==> config.mk <==
export PLATFORM = sky130hd
export DESIGN_NAME = ysyx_24100029_ifu_fetch
export DESIGN_NICKNAME = d
export VERILOG_FILES = /design/src/rtl/ysyx_24100029_ifu_pkg.sv /design/src/rtl/ysyx_24100029_ifu_linebuf.sv /design/src/rtl/ysyx_24100029_ifu_fetch.sv
export SDC_FILE = /design/constraint.sdc
export NUM_CORES = 1
export LEC_CHECK = 0
export ABC_CLOCK_PERIOD_IN_PS = 8050
export CORE_UTILIZATION = 43
export CTS_CLUSTER_DIAMETER = 100
export DETAILED_ROUTE_END_ITERATION = 10
export PLACE_DENSITY = 0.81
export RECOVER_POWER = 25
export SYNTH_ARGS = -nofsm -noshare
export SYNTH_HDL_FRONTEND = slang
export SYNTH_SLANG_ARGS = --single-unit
==> constraint.sdc <==
create_clock -name clock -period 8.05 [get_ports clock]
set_clock_uncertainty 0.2 [all_clocks]
set_input_delay 2.415 -clock clock [delete_from_list [all_inputs] [get_ports clock]]
set_output_delay 2.415 -clock clock [all_outputs]
set_load 0.05 [all_outputs]
==> src/rtl/ysyx_24100029_ifu_pkg.sv <==
// Shared definitions for the instruction fetch unit: FSM state encoding and
// line-offset arithmetic used by the fetch top and its line buffer.
package ysyx_24100029_ifu_pkg;

  typedef enum logic [1:0] {
    S_REQ  = 2'd0,
    S_WAIT = 2'd1,
    S_OUT  = 2'd2,
    S_DROP = 2'd3
  } ifu_state_e;

  // Byte-offset bits inside one icache line.
  function automatic int ifu_line_off(input int line_width);
    return $clog2(line_width / 8);
  endfunction

endpackage

==> src/rtl/ysyx_24100029_ifu_linebuf.sv <==
// Single-line instruction buffer: holds the last icache line and selects the
// 32-bit word for the current pc. Tag store/compare exist only with IFU_LINE_BUF_EN.
module ysyx_24100029_ifu_linebuf
  import ysyx_24100029_ifu_pkg::*;
#(
  parameter int ADDR_WIDTH = 32,
  parameter int LINE_WIDTH = 128,
  localparam int LINE_OFF  = ifu_line_off(LINE_WIDTH),
  localparam int WSEL_W    = LINE_OFF - 2,
  localparam int TAG_W     = ADDR_WIDTH - LINE_OFF
) (
  input  logic                  clock,
  input  logic                  reset,
  input  logic                  capture,
  input  logic                  invalidate,
  input  logic [LINE_WIDTH-1:0] line_in,
  input  logic [WSEL_W-1:0]     word_sel,
`ifdef IFU_LINE_BUF_EN
  input  logic [TAG_W-1:0]      capture_tag,
  input  logic [TAG_W-1:0]      probe_tag,
  output logic                  hit,
`endif
  output logic [31:0]           word
);

  logic [LINE_WIDTH-1:0] data_r;
  logic                  valid_r;

  // Line data register, loaded on a fresh icache response.
  always_ff @(posedge clock or posedge reset) begin
    if (reset) begin
      data_r <= '0;
    end else if (capture) begin
      data_r <= line_in;
    end
  end

  // Valid flag; invalidation (fence.i) takes priority over capture.
  always_ff @(posedge clock or posedge reset) begin
    if (reset) begin
      valid_r <= 1'b0;
    end else if (invalidate) begin
      valid_r <= 1'b0;
    end else if (capture) begin
      valid_r <= 1'b1;
    end
  end

  assign word = valid_r ? data_r[{word_sel, 5'd0} +: 32] : 32'h0000_0000;

`ifdef IFU_LINE_BUF_EN
  logic [TAG_W-1:0] tag_r;

  // Tag of the buffered line, used to serve sequential fetches locally.
  always_ff @(posedge clock or posedge reset) begin
    if (reset) begin
      tag_r <= '0;
    end else if (capture) begin
      tag_r <= capture_tag;
    end
  end

  assign hit = valid_r & (probe_tag == tag_r);
`endif

endmodule

==> src/rtl/ysyx_24100029_ifu_fetch.sv <==
// Instruction fetch unit: pc register and request/wait/output/drop FSM in front
// of the icache. Define IFU_LINE_BUF_EN to serve same-line sequential fetches from the line buffer.
module ysyx_24100029_ifu_fetch
  import ysyx_24100029_ifu_pkg::*;
#(
  parameter int                    ADDR_WIDTH = 32,
  parameter int                    LINE_WIDTH = 128,
  parameter logic [ADDR_WIDTH-1:0] RESET_PC   = 32'h3000_0000
) (
  input  logic                  clock,
  input  logic                  reset,
  input  logic                  redirect_valid,
  input  logic [ADDR_WIDTH-1:0] redirect_pc,
  input  logic                  fence_i,
  output logic [ADDR_WIDTH-1:0] ic_addr,
  output logic                  ic_arvalid,
  input  logic                  ic_arready,
  output logic                  ic_clr,
  input  logic [LINE_WIDTH-1:0] ic_line,
  input  logic                  ic_rvalid,
  output logic                  ic_rready,
  output logic                  out_valid,
  input  logic                  out_ready,
  output logic [ADDR_WIDTH-1:0] out_pc,
  output logic [31:0]           out_inst
);

  localparam int LINE_OFF = ifu_line_off(LINE_WIDTH);

  ifu_state_e            state_r;
  ifu_state_e            state_nxt_s;
  logic [ADDR_WIDTH-1:0] pc_r;
  logic [ADDR_WIDTH-1:0] pc_nxt_s;
  logic [ADDR_WIDTH-1:0] pc_inc_s;
  logic [ADDR_WIDTH-1:0] req_addr_r;
  logic                  lb_capture_s;
  logic                  lb_hit_s;

  assign pc_inc_s  = pc_r + {{(ADDR_WIDTH-3){1'b0}}, 3'd4};
  assign ic_clr    = fence_i & redirect_valid;
  // The icache keeps seeing the accepted address even if a redirect moves pc.
  assign ic_addr   = (state_r == S_REQ) ? pc_r : req_addr_r;
  assign out_valid = (state_r == S_OUT);
  assign out_pc    = pc_r;

  // Next-state, next-pc and handshake outputs; redirect has top priority.
  always_comb begin
    state_nxt_s  = state_r;
    pc_nxt_s     = pc_r;
    ic_arvalid   = 1'b0;
    ic_rready    = 1'b0;
    lb_capture_s = 1'b0;
    case (state_r)
      S_REQ: begin
        ic_arvalid = ~redirect_valid;
        if (redirect_valid) begin
          pc_nxt_s = redirect_pc;
        end else if (ic_arready) begin
          state_nxt_s = S_WAIT;
        end else begin
          state_nxt_s = S_REQ;
        end
      end
      S_WAIT: begin
        ic_rready = 1'b1;
        if (redirect_valid) begin
          pc_nxt_s = redirect_pc;
          // A response arriving alongside the redirect is consumed and discarded here.
          state_nxt_s = ic_rvalid ? S_REQ : S_DROP;
        end else if (ic_rvalid) begin
          lb_capture_s = 1'b1;
          state_nxt_s  = S_OUT;
        end else begin
          state_nxt_s = S_WAIT;
        end
      end
      S_OUT: begin
        if (redirect_valid) begin
          pc_nxt_s    = redirect_pc;
          state_nxt_s = S_REQ;
        end else if (out_ready) begin
          pc_nxt_s    = pc_inc_s;
          state_nxt_s = lb_hit_s ? S_OUT : S_REQ;
        end else begin
          state_nxt_s = S_OUT;
        end
      end
      S_DROP: begin
        ic_rready = 1'b1;
        if (redirect_valid) begin
          pc_nxt_s    = redirect_pc;
          state_nxt_s = ic_rvalid ? S_REQ : S_DROP;
        end else if (ic_rvalid) begin
          state_nxt_s = S_REQ;
        end else begin
          state_nxt_s = S_DROP;
        end
      end
      default: begin
        state_nxt_s = S_REQ;
      end
    endcase
  end

  // State, pc and the address latched while a request is in flight.
  always_ff @(posedge clock or posedge reset) begin
    if (reset) begin
      state_r    <= S_REQ;
      pc_r       <= RESET_PC;
      req_addr_r <= RESET_PC;
    end else begin
      state_r <= state_nxt_s;
      pc_r    <= pc_nxt_s;
      if (state_r == S_REQ) begin
        req_addr_r <= pc_r;
      end
    end
  end

  ysyx_24100029_ifu_linebuf #(
    .ADDR_WIDTH (ADDR_WIDTH),
    .LINE_WIDTH (LINE_WIDTH)
  ) u_linebuf (
    .clock       (clock),
    .reset       (reset),
    .capture     (lb_capture_s),
    .invalidate  (ic_clr),
    .line_in     (ic_line),
    .word_sel    (pc_r[LINE_OFF-1:2]),
`ifdef IFU_LINE_BUF_EN
    .capture_tag (pc_r[ADDR_WIDTH-1:LINE_OFF]),
    .probe_tag   (pc_inc_s[ADDR_WIDTH-1:LINE_OFF]),
    .hit         (lb_hit_s),
`endif
    .word        (out_inst)
  );

`ifndef IFU_LINE_BUF_EN
  assign lb_hit_s = 1'b0;
`endif

endmodule

Yosys cells after proc, flatten, opt, wreduce, memory -nomap -nowiden. Cells that the tools add are included. W data, S select, Z words.

Add/subtract/negate cells: 1. Bitwise operators: 2. Muxes and demuxes: 21. Shift operators: 1. Equal/unequal tests: 6. Reduce and logical (&&, ||, !) cells: 5.

Operator list (number): $mux W32 (5); $shiftx A128 B8 Y32 (1); $pmux W32 S2 (1); $add A32 B3 Y32 const B (1); $mux W2 (6); $mux W1 (8); $pmux W2 S4 (1); $eq A2 B2 Y1 const B (2); $ne A3 B2 Y1 const B (1); $reduce_or A3 Y1 (1); $eq A2 B1 Y1 const B (1); $logic_not A2 Y1 (1); $ne A2 B1 Y1 const B (1); $ne A2 B2 Y1 const B (1); $reduce_and A2 Y1 (1); $reduce_bool A2 Y1 (1); $reduce_or A2 Y1 (1); $and A1 B1 Y1 (1); $not A1 Y1 (1).

Logic and storage cells: 41. Bits of input ports: 167. Output and inout port bits: 100. Bits in registers: 195.

Longest topological paths before layout.
Word-level depth: 5. Mapped depth: 9. Gate-level depth less buffers: 6.

Hierarchy. From an unflattened synthesis, not the netlist that was laid out.

Cell total of the unflattened synthesis: 695. Area, all modules: 9145.0 µm².

Modules (own cells, without submodules): ysyx_24100029_ifu_linebuf (seq. area each 3228.1 µm², instances 1, area an instance 5819.3 µm², cells an instance 385); ysyx_24100029_ifu_fetch (seq. area each 1656.6 µm², instances 1, area an instance 3325.7 µm², cells an instance 310).

Least setup slack after synthesis. No wires, ideal clock.

Path kind: in2out. From: in redirect_valid. To: out ic_arvalid. Path buffers: 2. Path slack: 1619 ps. Required time: 5435 ps. Arrival: 3816 ps. Stages: 3. Cell sequence: clkbuf_1 > clkbuf_1 > nor3_1.

Longest elaborated chain between the ends: 2.

RTL lines: from (decl) (line ysyx_24100029_ifu_fetch.sv:12) `input logic redirect_valid,`; $not A1 Y1 (line ysyx_24100029_ifu_fetch.sv:55) `ic_arvalid = ~redirect_valid;`; $mux W1 (line ysyx_24100029_ifu_fetch.sv:53) `case (state_r)`; to (decl) (line ysyx_24100029_ifu_fetch.sv:16) `output logic ic_arvalid,`.

Every way passes these cells.

Worst setup path in the final report.
From: in redirect_valid. To: out ic_clr.

Longest elaborated chain between the ends: 1.

RTL lines: $and A1 B1 Y1 (line ysyx_24100029_ifu_fetch.sv:40) `assign ic_clr = fence_i & redirect_valid;`; to (decl) (line ysyx_24100029_ifu_fetch.sv:18) `output logic ic_clr,`.

Every way passes these cells.

==> flow_summary.yaml <==
critical_path:
  cp_max_fo: 8
  worstSetupStartpointType: "input port"
  ff2ff_path_depth: 3
  cp-startpoint: "redirect_valid"
  worst-setup-path-type: "in -> out"
  end_kind: "output port"
  r2r_setup_slack_ps: 5170
  reg2reg_to: "req_addr_r[18]$_DFF_PP0_"
  timing.rr.start: "state_r[0]$_DFFE_PP0P_"
  worstPathArrival_ps: 4220
  required_ps: 5430
  crit_end: "ic_clr"
synth:
  synth_area_per_cell_um2: 13.8
  synth_ff_type: "dfrtp_1"
  yosys_warnings: 0
  async_reset_ff_frac: 1.00
  synthesis.area_um2: 9000
  ys_seq_elements: 195
  yosysSeqAreaShare: 0.543
  synth_cell_types: 40
  synth_cells: 653
  synth-edff-count: 0
  syn-num-nets: 824
detailed_routing:
  wl_per_cell_um: 18.1
  drc: 0
  vias: 6217
  antenna_left: 0
  drt-initial-drc-count: 183
  routed_wl_mm: 21.5
  drtPass1Iterations: 4
  viasPerCell: 5.25
clocking:
  ctsResizeCount: 0
  postCtsHoldBufs: 0
  tritoncts: "built"
  clk_pin_slew_ps: 70
  cts-root-buf: "clkbuf_16"
  clockBufferDepth: 2
  cts_setup_buffers: 0
  htree_levels: 4
  cts_buffers: 17
  clock_sinks: 195
  clk_latency_ps: 430
final_layout:
  multiInputGateArea_um2: 3880
  drive_above_1_share: 0.242
  n_antenna_cell: 0
  most-common-layout-cells: "clkdlybuf4s50_1, dfrtp_1, mux2_2, and2_1, mux4_2"
  area.sequential_um2: 4890
  post-route-util: 0.611
  areaGrowthSynthToFinish_pct: 38.4
  nets: 1074
  nFillCells: 1597
  layout_commonest_cell: "clkdlybuf4s50_1"
pwr:
  p_switching_mw: 1.30
  clkPwrFrac: 0.220
  combPwrFrac: 0.363
  p_int_mw: 2.54
  pwr_density_cell_nw_per_um2: 309
  ir_drop_mv: 0.164
  netSwitchingFraction: 0.339
  seq_power_share: 0.417
  p_leak_nw: 5.05
floorplan:
  fp.coreArea_um2: 20400
  initial_utilization: 0.442
  die_w_um: 147
  die-area_um2: 21500
  die_y_um: 147
  pin_count: 267
  rows: 52
global_routing:
  grt_util_met1: 0.275
  antenna_found_initial: 0
  grt_pass1_vias: 6631
  grt_pass1_wl_mm: 35.5
  grtUsageTotal: 0.213
  gr-total-overflow: 0
  busiest_layer: "met2"
  use_met3: 0.0725
  grt_max_degree: 144
  grt_use_met2: 0.339
sta:
  fin_crit_sh: 0.849
  report.final.slew_viol_count: 177
  worst_pin_slew_ps: 2960
  post-route-min-period_ps: 6830
  hold_violations: 0
  setup_tns_ps: 0
  setup_viol: 0
  fmax_mhz: 146
  max_slew_margin: -0.976
  rsz0062_at_grt: "false"
placement:
  dp_hpwl_mm: 15.0
  port_buffers: 266
  gp_congestion: 0.822
flow_run:
  cap_violations: 2
run_status:
  violations: "capacitance limit, slew limit"
  status: "finished with violations"
min_path:
  holdCritPathClass: "reg -> reg"
==> logic make-up after synthesis <==
family,share of synthesized area
AO/OA/AOI/OAI,0.0346
AND/OR/NAND/NOR,0.0911
adder cells (fa/ha/maj),0.00556
buffers and inverters,0.0278
flip-flops,0.543
XOR/XNOR,0.0117
multiplexers,0.286
==> registers in the layout, summed over array words and instances, names as in the netlist <==
| name | cells |
|---|---|
| state_r | 2 |
| req_addr_r | 32 |
| u_linebuf.data_r | 128 |
| out_pc | 32 |
| u_linebuf.valid_r | 1 |
==> per-layer routing <==
layer	vias to the layer above	wire length, um
li1	2897	-
met1	3073	9350
met2	231	10000
met3	16	1830
met4	0	255
met5	-	0
==> cell usage after synthesis (4+ instances only) <==
library cell | n | share of area
a31oi_1 | 12 | 0.0083
and2_1 | 34 | 0.024
and3_1 | 4 | 0.0028
and4_1 | 5 | 0.0049
buf_2 | 17 | 0.0095
clkbuf_1 | 20 | 0.0083
dfrtp_1 | 191 | 0.53
dfstp_2 | 4 | 0.012
ha_1 | 4 | 0.0056
inv_1 | 10 | 0.0042
mux2_2 | 163 | 0.20
mux4_2 | 32 | 0.080
nand2_1 | 24 | 0.010
nand3_1 | 15 | 0.0083
nand4_1 | 10 | 0.0070
nor2_1 | 20 | 0.0083
nor3_1 | 4 | 0.0022
nor4_1 | 4 | 0.0028
o21ai_0 | 18 | 0.010
o31ai_1 | 10 | 0.0083
or4_1 | 10 | 0.0083
xnor2_1 | 9 | 0.0088
==> power by group through the flow <==
stage / registers [mW] / clock network [mW] / logic (mW)
after floorplan: 1.58 / 0 / 1.02
after global placement: 1.61 / 0 / 1.39
after detailed placement: 1.62 / 0 / 1.42
after CTS: 1.61 / 0.869 / 1.43
after global routing: 1.66 / 0.906 / 1.49
final: 1.60 / 0.848 / 1.40
==> how the worst min path moves through the flow <==
stage | depth (start not counted) | startpoint | end | slack, ps
6_report | 1 | req_addr_r[24]$_DFF_PP0_ | req_addr_r[24]$_DFF_PP0_ | 290
3_5_place_dp | 1 | req_addr_r[26]$_DFF_PP0_ | req_addr_r[26]$_DFF_PP0_ | 290
2_1_floorplan | 1 | u_linebuf.data_r[39]$_DFFE_PP0P_ | u_linebuf.data_r[39]$_DFFE_PP0P_ | 270
3_3_place_gp | 1 | req_addr_r[6]$_DFF_PP0_ | req_addr_r[6]$_DFF_PP0_ | 280
4_1_cts | 1 | u_linebuf.data_r[65]$_DFFE_PP0P_ | u_linebuf.data_r[65]$_DFFE_PP0P_ | 300
5_1_grt | 1 | req_addr_r[30]$_DFF_PP0_ | req_addr_r[30]$_DFF_PP0_ | 300
==> worst max-delay path: stages <==
cell	delay (ps)
clkdlybuf4s50_1	750
and2_1	230
clkdlybuf4s50_1	820
==> through the flow <==
| step | hold WS [ps] | cell area (um^2) | total power [mW] | worst slack [ps] | cells |
|---|---|---|---|---|---|
| 6_report | 286 | 12500 | 3.85 | 1220 | 1185 |
| 5_1_grt | 305 | 12500 | 4.05 | 1150 | 1185 |
| 4_1_cts | 303 | 12500 | 3.90 | 1200 | 1185 |
| 3_5_place_dp | 286 | 11900 | 3.05 | 1210 | 1154 |
| 3_3_place_gp | 280 | 11900 | 3.00 | 1200 | 1154 |
| 2_1_floorplan | 274 | 9000 | 2.59 | 129 | 653 |
==> final cells by class <==
cell class	count	area share
Clock buffer	18	0.0353
Sequential cell	195	0.393
Tap cell	270	0.0271
Multi-Input combinational cell	404	0.311
Inverter	10	0.00332
Clock inverter	13	0.0114
Timing Repair Buffer	275	0.219
No activity file was read; power rests on OpenSTA's default activity.
